--- src/rtl/tl_sensor_cond.sv ---
// tl_sensor_cond: conditions two asynchronous vehicle detectors into per-street
// queue counts and traffic-present flags for a traffic-light controller.
// Each lane: 2-flop synchronizer -> debounce filter -> arrival on filtered rise;
// a green-light departure timer drains the queue one car per DEP_CYC cycles.
module tl_sensor_cond #(
   parameter int DB_CYC  = 3,
   parameter int DEP_CYC = 4,
   parameter int QMAX    = 15
) (
   input  logic       clk,
   input  logic       reset_n,
   input  logic       sa_raw,
   input  logic       sb_raw,
   input  logic [1:0] La,
   input  logic [1:0] Lb,
   output logic       Ta,
   output logic       Tb,
   output logic [3:0] qa_cnt,
   output logic [3:0] qb_cnt,
   output logic       ovf
);

   typedef enum logic [1:0] {
      LIGHT_GREEN  = 2'b00,
      LIGHT_YELLOW = 2'b01,
      LIGHT_RED    = 2'b10
   } light_e;

   localparam logic [3:0] DB_LIM  = 4'(DB_CYC);
   localparam logic [3:0] DEP_LIM = 4'(DEP_CYC);
   localparam logic [3:0] Q_LIM   = 4'(QMAX);

   // Lane 0 is street A, lane 1 is street B.
   logic [1:0]      raw;
   logic [1:0][1:0] light;
   logic [1:0]      sync1, sync2, filt;
   logic [1:0][3:0] db_cnt, dep_tmr, q, q_nxt;
   logic [1:0]      db_hit, arr, tmr_run, dep, drop, t_r;
   logic            ovf_r;

   assign raw   = {sb_raw, sa_raw};
   assign light = {Lb, La};

   // Per-lane next-state decisions: filter acceptance, arrival, departure, queue.
   always_comb begin
      // NOTE: every variable gets a default before any conditional write, so no latch is inferred.
      db_hit  = '0;
      arr     = '0;
      tmr_run = '0;
      dep     = '0;
      drop    = '0;
      q_nxt   = q;
      for (int i = 0; i < 2; i++) begin
         db_hit[i]  = (sync2[i] != filt[i]) && ((db_cnt[i] + 4'd1) == DB_LIM);
         arr[i]     = db_hit[i] & sync2[i];
         tmr_run[i] = (light[i] == LIGHT_GREEN) && (q[i] != 4'd0);
         dep[i]     = tmr_run[i] && ((dep_tmr[i] + 4'd1) == DEP_LIM);
         if (arr[i] && !dep[i]) begin
            if (q[i] == Q_LIM) drop[i] = 1'b1;
            else               q_nxt[i] = q[i] + 4'd1;
         end else if (dep[i] && !arr[i]) begin
            q_nxt[i] = q[i] - 4'd1;
         end
      end
   end

   // Two-flop synchronizer on both raw detectors.
   always_ff @(posedge clk or negedge reset_n) begin
      if (!reset_n) begin
         sync1 <= '0;
         sync2 <= '0;
      end else begin
         // NOTE: non-blocking assignments keep this a true two-stage shift; blocking would collapse it to one flop.
         sync1 <= raw;
         sync2 <= sync1;
      end
   end

   // Debounce: the filtered level follows the synchronized level only after DB_CYC agreeing cycles.
   always_ff @(posedge clk or negedge reset_n) begin
      if (!reset_n) begin
         filt   <= '0;
         db_cnt <= '0;
      end else begin
         for (int i = 0; i < 2; i++) begin
            if (sync2[i] == filt[i]) begin
               db_cnt[i] <= 4'd0;
            end else if (db_hit[i]) begin
               filt[i]   <= sync2[i];
               db_cnt[i] <= 4'd0;
            end else begin
               db_cnt[i] <= db_cnt[i] + 4'd1;
            end
         end
      end
   end

   // Departure timers: run only on green with cars waiting, clear on each departure.
   always_ff @(posedge clk or negedge reset_n) begin
      if (!reset_n) begin
         dep_tmr <= '0;
      end else begin
         for (int i = 0; i < 2; i++) begin
            if (!tmr_run[i] || dep[i]) dep_tmr[i] <= 4'd0;
            else                       dep_tmr[i] <= dep_tmr[i] + 4'd1;
         end
      end
   end

   // Queue counters, traffic-present flags from the next-state count, sticky overflow.
   always_ff @(posedge clk or negedge reset_n) begin
      if (!reset_n) begin
         q     <= '0;
         t_r   <= '0;
         ovf_r <= 1'b0;
      end else begin
         q <= q_nxt;
         for (int i = 0; i < 2; i++) begin
            t_r[i] <= (q_nxt[i] != 4'd0);
         end
         ovf_r <= ovf_r | (|drop);
      end
   end

   assign qa_cnt = q[0];
   assign qb_cnt = q[1];
   assign Ta     = t_r[0];
   assign Tb     = t_r[1];
   assign ovf    = ovf_r;

endmodule

--- config.mk ---
export PLATFORM = sky130hd
export DESIGN_NAME = tl_sensor_cond
export DESIGN_NICKNAME = d
export VERILOG_FILES = /design/src/rtl/tl_sensor_cond.sv
export SDC_FILE = /design/constraint.sdc
export NUM_CORES = 1
export LEC_CHECK = 0
export ABC_CLOCK_PERIOD_IN_PS = 7200
export BUFFER_PORTS_ARGS = -buffer_cell sky130_fd_sc_hd__buf_2
export CORE_UTILIZATION = 40
export CTS_BUF_LIST = sky130_fd_sc_hd__clkbuf_4 sky130_fd_sc_hd__clkbuf_8
export DETAILED_ROUTE_END_ITERATION = 10
export GPL_TIMING_DRIVEN = 0
export HOLD_SLACK_MARGIN = 0.06
export PLACE_DENSITY = 0.64
export SETUP_SLACK_MARGIN = 0.4
export SLEW_MARGIN = 30
export SYNTH_ARGS = -nofsm -noshare
export SYNTH_HDL_FRONTEND = slang
export SYNTH_SLANG_ARGS = --single-unit
--- constraint.sdc ---
create_clock -name clk -period 7.2 [get_ports clk]
set_input_delay 0.72 -clock clk [delete_from_list [all_inputs] [get_ports clk]]
set_output_delay 0.72 -clock clk [all_outputs]
set_load 0.1 [all_outputs]
==> results of run 1 <==
[cell type report]
| class | instances | area (um2) |
|---|---|---|
| sequential | 33 | 826 |
| inverter | 10 | 37.5 |
| multi-input combinational | 130 | 911 |
| fill | 390 | 2130 |
| buffer | 1 | 5.00 |
| clock buffer | 6 | 76.3 |
| tap | 50 | 62.6 |
| clock inverter | 2 | 10.0 |
| timing repair buffer | 18 | 90.1 |
[synth_stat cells, drive strengths merged (5+ instances only)]
cell type	n	area, um2
a21oi	6	30.0
a31oi	5	37.5
and3	5	31.3
dfrtp	33	826
ha	10	125
inv	10	37.5
nand2	12	45.0
nand3	10	50.1
nor2	18	70.1
o21ai	5	25.0
xnor2	6	52.6
[metrics by stage]
| step | hold WS (ps) | area, um2 |
|---|---|---|
| floorplan | 331 | 1780 |
| global placement | 335 | 1930 |
| detailed placement | 342 | 1930 |
| CTS | 358 | 2020 |
| global route | 367 | 2020 |
| finish | 350 | 2020 |
[per-layer routing]
metal	vias to the layer above	track usage, %	routed length, um	share of wire [%]
li1	680	-	-	-
met1	696	19.5	1590	46
met2	28	31.3	1670	49
met3	4	4.44	133	3.9
met4	0	7.14	40	1.2
met5	-	0	0	0
[cells by family (layout without fill, tap and decap cells)]
kind of cell / Yosys count / after routing / share of synthesized area (%)
XOR/XNOR: 10 / 10 / 4.92
flip-flops: 33 / 33 / 46.4
AO/OA/AOI/OAI: 36 / 36 / 15.2
AND/OR/NAND/NOR: 69 / 69 / 21.0
buffers and inverters: 11 / 37 / 2.39
multiplexers: 5 / 5 / 3.02
adder cells (fa/ha/maj): 10 / 10 / 7.03
[power breakdown]
part,switching [mW],internal (mW)
clock network,0.0636,0.0706
logic,0.242,0.0901
registers,0.0544,0.224
[critical path, cell delays in order (launching register included)]
cell and delay [ps]:
dfrtp_1 380, ha_1 190, or3b_4 400, a2111o_1 500, nand4_2 200, nor2_2 60, or4_1 400, a211o_1 260
[final timing paths]
kind | startpoint | end | slack, ps | depth (start not counted)
setup / recovery | dep_tmr[4]$_DFF_PN0_ | t_r[1]$_DFF_PN0_ | 4670 | 7
hold / removal | sync1[0]$_DFF_PN0_ | sync2[0]$_DFF_PN0_ | 350 | 0
setup reg to reg | dep_tmr[4]$_DFF_PN0_ | t_r[1]$_DFF_PN0_ | 4670 | 7
hold reg to reg | sync1[0]$_DFF_PN0_ | sync2[0]$_DFF_PN0_ | 350 | 0
max in group asynchronous | reset_n | db_cnt[2]$_DFF_PN0_ | 6220 | 1
min in group asynchronous | reset_n | qb_cnt[1]$_DFF_PN0_ | 500 | 1
[state kept, by name (all words and copies together) (netlist names)]
signal / count
db_cnt: 8
dep_tmr: 8
filt: 2
ovf: 1
qa_cnt: 4
qb_cnt: 4
sync1: 2
sync2: 2
t_r: 2
[cell usage in the layout, fill, tap and decap left out, drive strengths merged, types with 2 or more instances in the layout]
cell,instances
ha,10
or3b,2
xor2,4
xnor2,6
nor3,4
o2bb2ai,2
a21bo,2
nand3b,3
mux2,3
mux2i,2
nor3b,3
a41o,2
clkbuf,6
nand4,2
nand2b,3
dfrtp,33
o31ai,2
o211ai,2
o21ai,5
nand3,10
nand2,12
clkinv,2
a31oi,5
a21oi,6
inv,10
nor2b,2
and3,5
nor2,18
a211o,2
or3,2
buf,19
==> metrics.md, run 1 <==
| Metric | Value |
|---|---|
| Status | `finished clean` |
| CP startpoint kind | `register` |
| CP endpoint kind | `register` |
| Die area | `4720 um2` |
| Rel. slew slack | `50.8%` |
| Starting DRC count in detailed routing | `65` |
| Worst skew pair latency | `280 ps` |
| Final WS setup | `4670 ps` |
| Final period utilization | `35.1%` |
| Syn avg cell area | `10.2 um2` |
| Post-synthesis sequential area ratio | `46.4%` |
| Post-synth EDFFs | `0` |
| Crit Path Max Fanout | `5` |
| Pwr/cell area | `369 nW/um2` |
| Root Buffer | `clkbuf_8` |
| Routed WL per cell | `13.7 um` |
| Fraction of layout cells with a size suffix above 1 | `18.0%` |
| Sink Count | `33` |
| First-pass GRT wire length | `6070 um` |
| Peak VDD IR | `0.000278 V` |
| Non-filler cells, final | `250` |
| Max Cap Viol | `0` |
| Vias per cell | `5.63` |
| Final setup TNS | `0 ps` |
| Ant. Diodes | `0` |
| Drt drc | `0` |
| Routed vias | `1408` |
| Placed cells | `242` |
| Net count, final | `217` |
| Most used DFF post-synth | `dfrtp_1` |
| Post-CTS Setup Inserts | `0` |
| Post-synth cell types | `49` |
| Worst endpoint data arrival time | `2690 ps` |
| Power Total | `745 uW` |
| RSZ-0062 raised after global routing | `no` |
| Largest net degree at the start of global routing | `34` |
| Die height | `68.7 um` |
| Core area | `4140 um2` |
| Flops & latches, synth | `33` |
| Synthesized cell area | `1780 um2` |
| Worst Skew | `2.90 ps` |
| Mapped Cells | `174` |
| Min Tclk post-route | `2530 ps` |
| Starting Density | `42.9%` |
| # rows | `23` |
| Least-Margin Pin Slew | `737 ps` |
| Initial antenna violation count | `0` |
| # IOs | `19` |
| Setup WS pre-CTS | `4680 ps` |
| Syn_nets | `192` |
| HP Class | `reg2reg` |
| Total gr overflow | `0` |
| H-tree depth | `2` |
| Max Fclk | `396 MHz` |
| Final GP Congestion | `0.762` |
| Syn. warnings | `0` |
| Setup Viol. Count Final | `0` |
| CP Data Required Time | `7370 ps` |
| Die W | `68.7 um` |
| Post-route ant nets | `0` |
| Reg clk slew, reported paths | `60 ps` |
| DP Wirelength | `2540 um` |
| Vias in the first global route | `1388` |
| Ys async rst share | `100%` |
| Max-slew violations | `0` |
| Detailed Route WL | `3440 um` |
| Area Overhead vs Synth | `13.4%` |
| CTS tree | `done` |
| Clock Path Buffers | `2` |
| Pre-antenna DRT Iters | `6` |
| Pleak | `0.900 nW` |
| GRT Util Overall | `17.4%` |
| Hold_buf cts | `0` |
| Final Hold Vio Count | `0` |
| Post-CTS Resized | `0` |
| Total CTS buffers | `5` |
| Crit Path Category | `reg2reg` |
| Utilization after layout | `48.7%` |
| Port Buf Inserts | `18` |
Power figures use the tool's default switching activity.
==> inputs of run 2 (changes only) <==
ABC_AREA = 1   (was unset)
ABC_CLOCK_PERIOD_IN_PS = 2300   (was 7200)
PLACE_DENSITY = 0.66   (was 0.64)
clock period = 2.3 ns   (was 7.2 ns; I/O delays follow)
==> metrics.md, run 2 <==
| Metric | Value |
|---|---|
| Logic gate share of total power | `51.5% (was 44.6%)` |
| Most common cell after layout, fill and taps aside | `nand2_1 (was dfrtp_1)` |
| Syn. warnings | `0 (unchanged)` |
| Post-synth cell types | `24 (was 49)` |
| Post-synthesis sequential area ratio | `44.2% (was 46.4%)` |
| Flops & latches, synth | `33 (unchanged)` |
| Non-filler cells, final | `323 (was 250)` |
| Pleak | `1.13 nW (was 0.900 nW)` |
| Fraction of layout cells with a size suffix above 1 | `29.9% (was 18.0%)` |
| # rows | `24 (was 23)` |
| GRT Util Overall | `15.0% (was 17.4%)` |
| Ys async rst share | `100% (unchanged)` |
| Max Fclk | `570 MHz (was 396 MHz)` |
| Worst Skew | `7.75 ps (was 2.90 ps)` |
| Post-route ant nets | `0 (unchanged)` |
| CP Data Required Time | `2470 ps (was 7370 ps)` |
| Hold Path Depth | `6 (was 0)` |
| Routed WL per cell | `10.2 um (was 13.7 um)` |
| # IOs | `19 (unchanged)` |
| Reg2Reg Setup Slack | `540 ps (was 4670 ps)` |
| Drt drc | `0 (unchanged)` |
| Crit Path Max Fanout | `6 (was 5)` |
| Critical path buffer and inverter count | `3 (was 0)` |
| Internal power | `1.43 mW (was 385 uW)` |
| CP endpoint kind | `register (unchanged)` |
| Die W | `70.3 um (was 68.7 um)` |
| Status | `finished clean (unchanged)` |
| DP Wirelength | `2320 um (was 2540 um)` |
| Commonest cells after routing, fill and taps aside | `nand2_1 (55), inv_1 (27), dfrtp_1 (25) (was dfrtp_1 (33), buf_2 (19), nor2_1 (17))` |
| Vias per cell | `4.70 (was 5.63)` |
| Fin area | `2330 um2 (was 2020 um2)` |
| First-pass GRT wire length | `6000 um (was 6070 um)` |
| Total CTS buffers | `5 (unchanged)` |
| Area Overhead vs Synth | `24.6% (was 13.4%)` |
| Mapped Cells | `229 (was 174)` |
| Total gr overflow | `0 (unchanged)` |
| Placed cells | `299 (was 242)` |
| Switching pwr | `1.37 mW (was 360 uW)` |
| Reg2reg start | `qa_cnt[0]$_DFF_PN0_ (was dep_tmr[4]$_DFF_PN0_)` |
| Crit Path Category | `reg2reg (unchanged)` |
| Flop pwr share | `32.1% (was 37.4%)` |
| Vias in the first global route | `1455 (was 1388)` |
| Pre-antenna DRT Iters | `4 (was 6)` |
| Port Buf Inserts | `18 (unchanged)` |
| Root Buffer | `clkbuf_8 (unchanged)` |
| Sink Count | `33 (unchanged)` |
| Ant. Diodes | `0 (unchanged)` |
| Part of the power in the clock network | `16.3% (was 18.0%)` |
| Clock Path Buffers | `2 (unchanged)` |
| Setup Viol. Count Final | `0 (unchanged)` |
| Max-slew violations | `0 (unchanged)` |
| Core area | `4410 um2 (was 4140 um2)` |
| H-tree depth | `2 (unchanged)` |
| RSZ-0062 raised after global routing | `yes (was no)` |
| Starting DRC count in detailed routing | `30 (was 65)` |
| Slowest stage delay, CP | `450 ps (was 500 ps)` |
| Detailed Route WL | `3300 um (was 3440 um)` |
| Setup WS pre-CTS | `388 ps (was 4680 ps)` |
| Sw frac | `48.9% (was 48.3%)` |
| Worst endpoint data arrival time | `1930 ps (was 2690 ps)` |
| Post-synth top area cell | `dfrtp_1 (unchanged)` |
| Post-synth EDFFs | `0 (unchanged)` |
| Worst Hold End | `dep_tmr[7]$_DFF_PN0_ (was sync2[0]$_DFF_PN0_)` |
| Post-place instance area | `2040 um2 (was 1930 um2)` |
| Final GP Congestion | `0.826 (was 0.762)` |
| Most used DFF post-synth | `dfrtp_1 (unchanged)` |
| Area share of the leading cell type in the synthesized netlist | `44.2% (was 46.4%)` |
| Area contributors post-synth | `dfrtp_1 (44%), nand2_1 (12%), nand3_1 (7.0%), ha_1 (6.7%), inv_1 (6.2%) (was dfrtp_1 (46%), ha_1 (7.0%), nor2_1 (3.6%), xnor2_1 (3.0%), nand3_1 (2.8%))` |
| Most numerous cell in the Yosys netlist | `nand2_1 (was dfrtp_1)` |
| R2R depth | `11 (was 7)` |
| RR Endpoint | `t_r[0]$_DFF_PN0_ (was t_r[1]$_DFF_PN0_)` |
| Largest registers | `db_cnt: 8 flops, dep_tmr: 8 flops (unchanged)` |
| Final period utilization | `76.3% (was 35.1%)` |
| Syn_nets | `247 (was 192)` |
| Least-Margin Pin Slew | `745 ps (was 737 ps)` |
| Initial antenna violation count | `0 (unchanged)` |
| Syn avg cell area | `8.15 um2 (was 10.2 um2)` |
| Synthesized cell area | `1870 um2 (was 1780 um2)` |
| Reg clk slew, reported paths | `70 ps (was 60 ps)` |
| Pwr/cell area | `1200 nW/um2 (was 369 nW/um2)` |
| Die height | `70.3 um (was 68.7 um)` |
| CTS tree | `done (unchanged)` |
| Largest net degree at the start of global routing | `34 (unchanged)` |
| Most instantiated cells after synthesis | `nand2_1 (59), dfrtp_1 (33), inv_1 (31) (was dfrtp_1 (33), nor2_1 (17), nand2_1 (12))` |
| Worst-path cell chain | `inv_2 -> ha_1 -> a21oi_2 -> inv_2 -> nor2_8 -> buf_4 -> nand3_1 -> nand3_2 -> nand2_1 -> nor2_1 -> nand2_1 (was ha_1 -> or3b_4 -> a2111o_1 -> nand4_2 -> nor2_2 -> or4_1 -> a211o_1)` |
| Max Cap Viol | `0 (unchanged)` |
| Routed vias | `1517 (was 1408)` |
| Min Tclk post-route | `1760 ps (was 2530 ps)` |
| Die area | `4940 um2 (was 4720 um2)` |
| Final setup TNS | `0 ps (unchanged)` |
| Final Hold Vio Count | `0 (unchanged)` |
| Final WS setup | `544 ps (was 4670 ps)` |
| Rel. slew slack | `50.4% (was 50.8%)` |
| Worst skew pair latency | `280 ps (about the same)` |
| CP startpoint kind | `register (unchanged)` |
| Family with the most delay on the worst path | `simple AND/OR/NAND/NOR gates (unchanged)` |
| CP max-delay cell | `dfrtp_4 (was a2111o_1)` |
| Starting Density | `42.3% (was 42.9%)` |
| Hold_sp | `Lb[1] (was sync1[0]$_DFF_PN0_)` |
| Peak VDD IR | `0.00105 V (was 0.000278 V)` |
| Net count, final | `288 (was 217)` |
| HP Class | `in2reg (was reg2reg)` |
## run 2: cell count changes after synthesis, moves of 4 or more
cell     delta
nor2_1      +7
nand3_1    +16
o21ai_0     +4
xnor2_1     -5
nand2_1    +47
inv_1      +21
a31oi_1     -4
and3_1      -5
## run 2: worst max path at each step
stage | startpoint | end | slack (ps) | cells after the start
final | qa_cnt[0]$_DFF_PN0_ | t_r[0]$_DFF_PN0_ | 540 | 11
after global routing | db_cnt[4]$_DFF_PN0_ | t_r[1]$_DFF_PN0_ | 350 | 12
after floorplan | qa_cnt[2]$_DFF_PN0_ | t_r[0]$_DFF_PN0_ | 390 | 12
after detailed placement | db_cnt[4]$_DFF_PN0_ | t_r[1]$_DFF_PN0_ | 390 | 11
after global placement | db_cnt[4]$_DFF_PN0_ | t_r[1]$_DFF_PN0_ | 410 | 11
after CTS | db_cnt[4]$_DFF_PN0_ | t_r[1]$_DFF_PN0_ | 440 | 11
## run 2: worst min-delay path, cell delays in order
cell     delay [ps]
buf_2            80
inv_1            30
nand2_1          60
a21oi_2          40
inv_2            70
nor2_1           40
## run 2: final cells by class
type                            count  area, um2
Buffer                              1       7.51
Timing Repair Buffer               34        221
Clock buffer                        7       90.1
Tap cell                           52       65.1
Multi-Input combinational cell    161        961
Inverter                           34        128
Sequential cell                    33        846
Fill cell                         422       2090
Clock inverter                      1       7.51
## run 2: layer usage
metal | global-route usage [%] | share of wire [%] | wire (um)
met5 | 0 | 0 | 0
met4 | 5.11 | 1.0 | 34
met3 | 3.46 | 2.6 | 87
met2 | 25.0 | 47 | 1560
met1 | 19.1 | 49 | 1620
## run 2: repair_timing
item,4_1_cts,5_1_grt
resized for setup,1,17
pin swaps,0,14
hold buffers,3,0
hold endpoints to repair,35,0
buffers inserted,0,13
setup endpoints to repair,1,2
## run 2: logic make-up (layout without fill, tap and decap cells)
family,after synthesis,in the layout,share of synthesized area (%)
buffers and inverters,35,77,7.24
flip-flops,33,33,44.2
AO/OA/AOI/OAI,14,14,4.42
multiplexers,1,1,0.603
AND/OR/NAND/NOR,128,128,32.6
XOR/XNOR,8,8,4.16
adder cells (fa/ha/maj),10,10,6.70
## run 2: metrics by stage
step	hold slack, ps	power, mW	util (%)
after global placement	333	2.20	46.3
after floorplan	-65.6	1.99	-
final	302	2.80	52.7
after detailed placement	335	2.21	46.3
after CTS	301	2.68	49.3
after global routing	327	3.00	52.7
## run 2: power by group through the flow
stage / Combinational (mW) / Sequential [mW] / Clock (mW)
floorplan: 0.579 / 1.41 / 0
finish: 1.44 / 0.899 / 0.456
CTS: 1.30 / 0.900 / 0.477
global route: 1.58 / 0.922 / 0.498
global placement: 1.29 / 0.906 / 0
detailed placement: 1.30 / 0.909 / 0
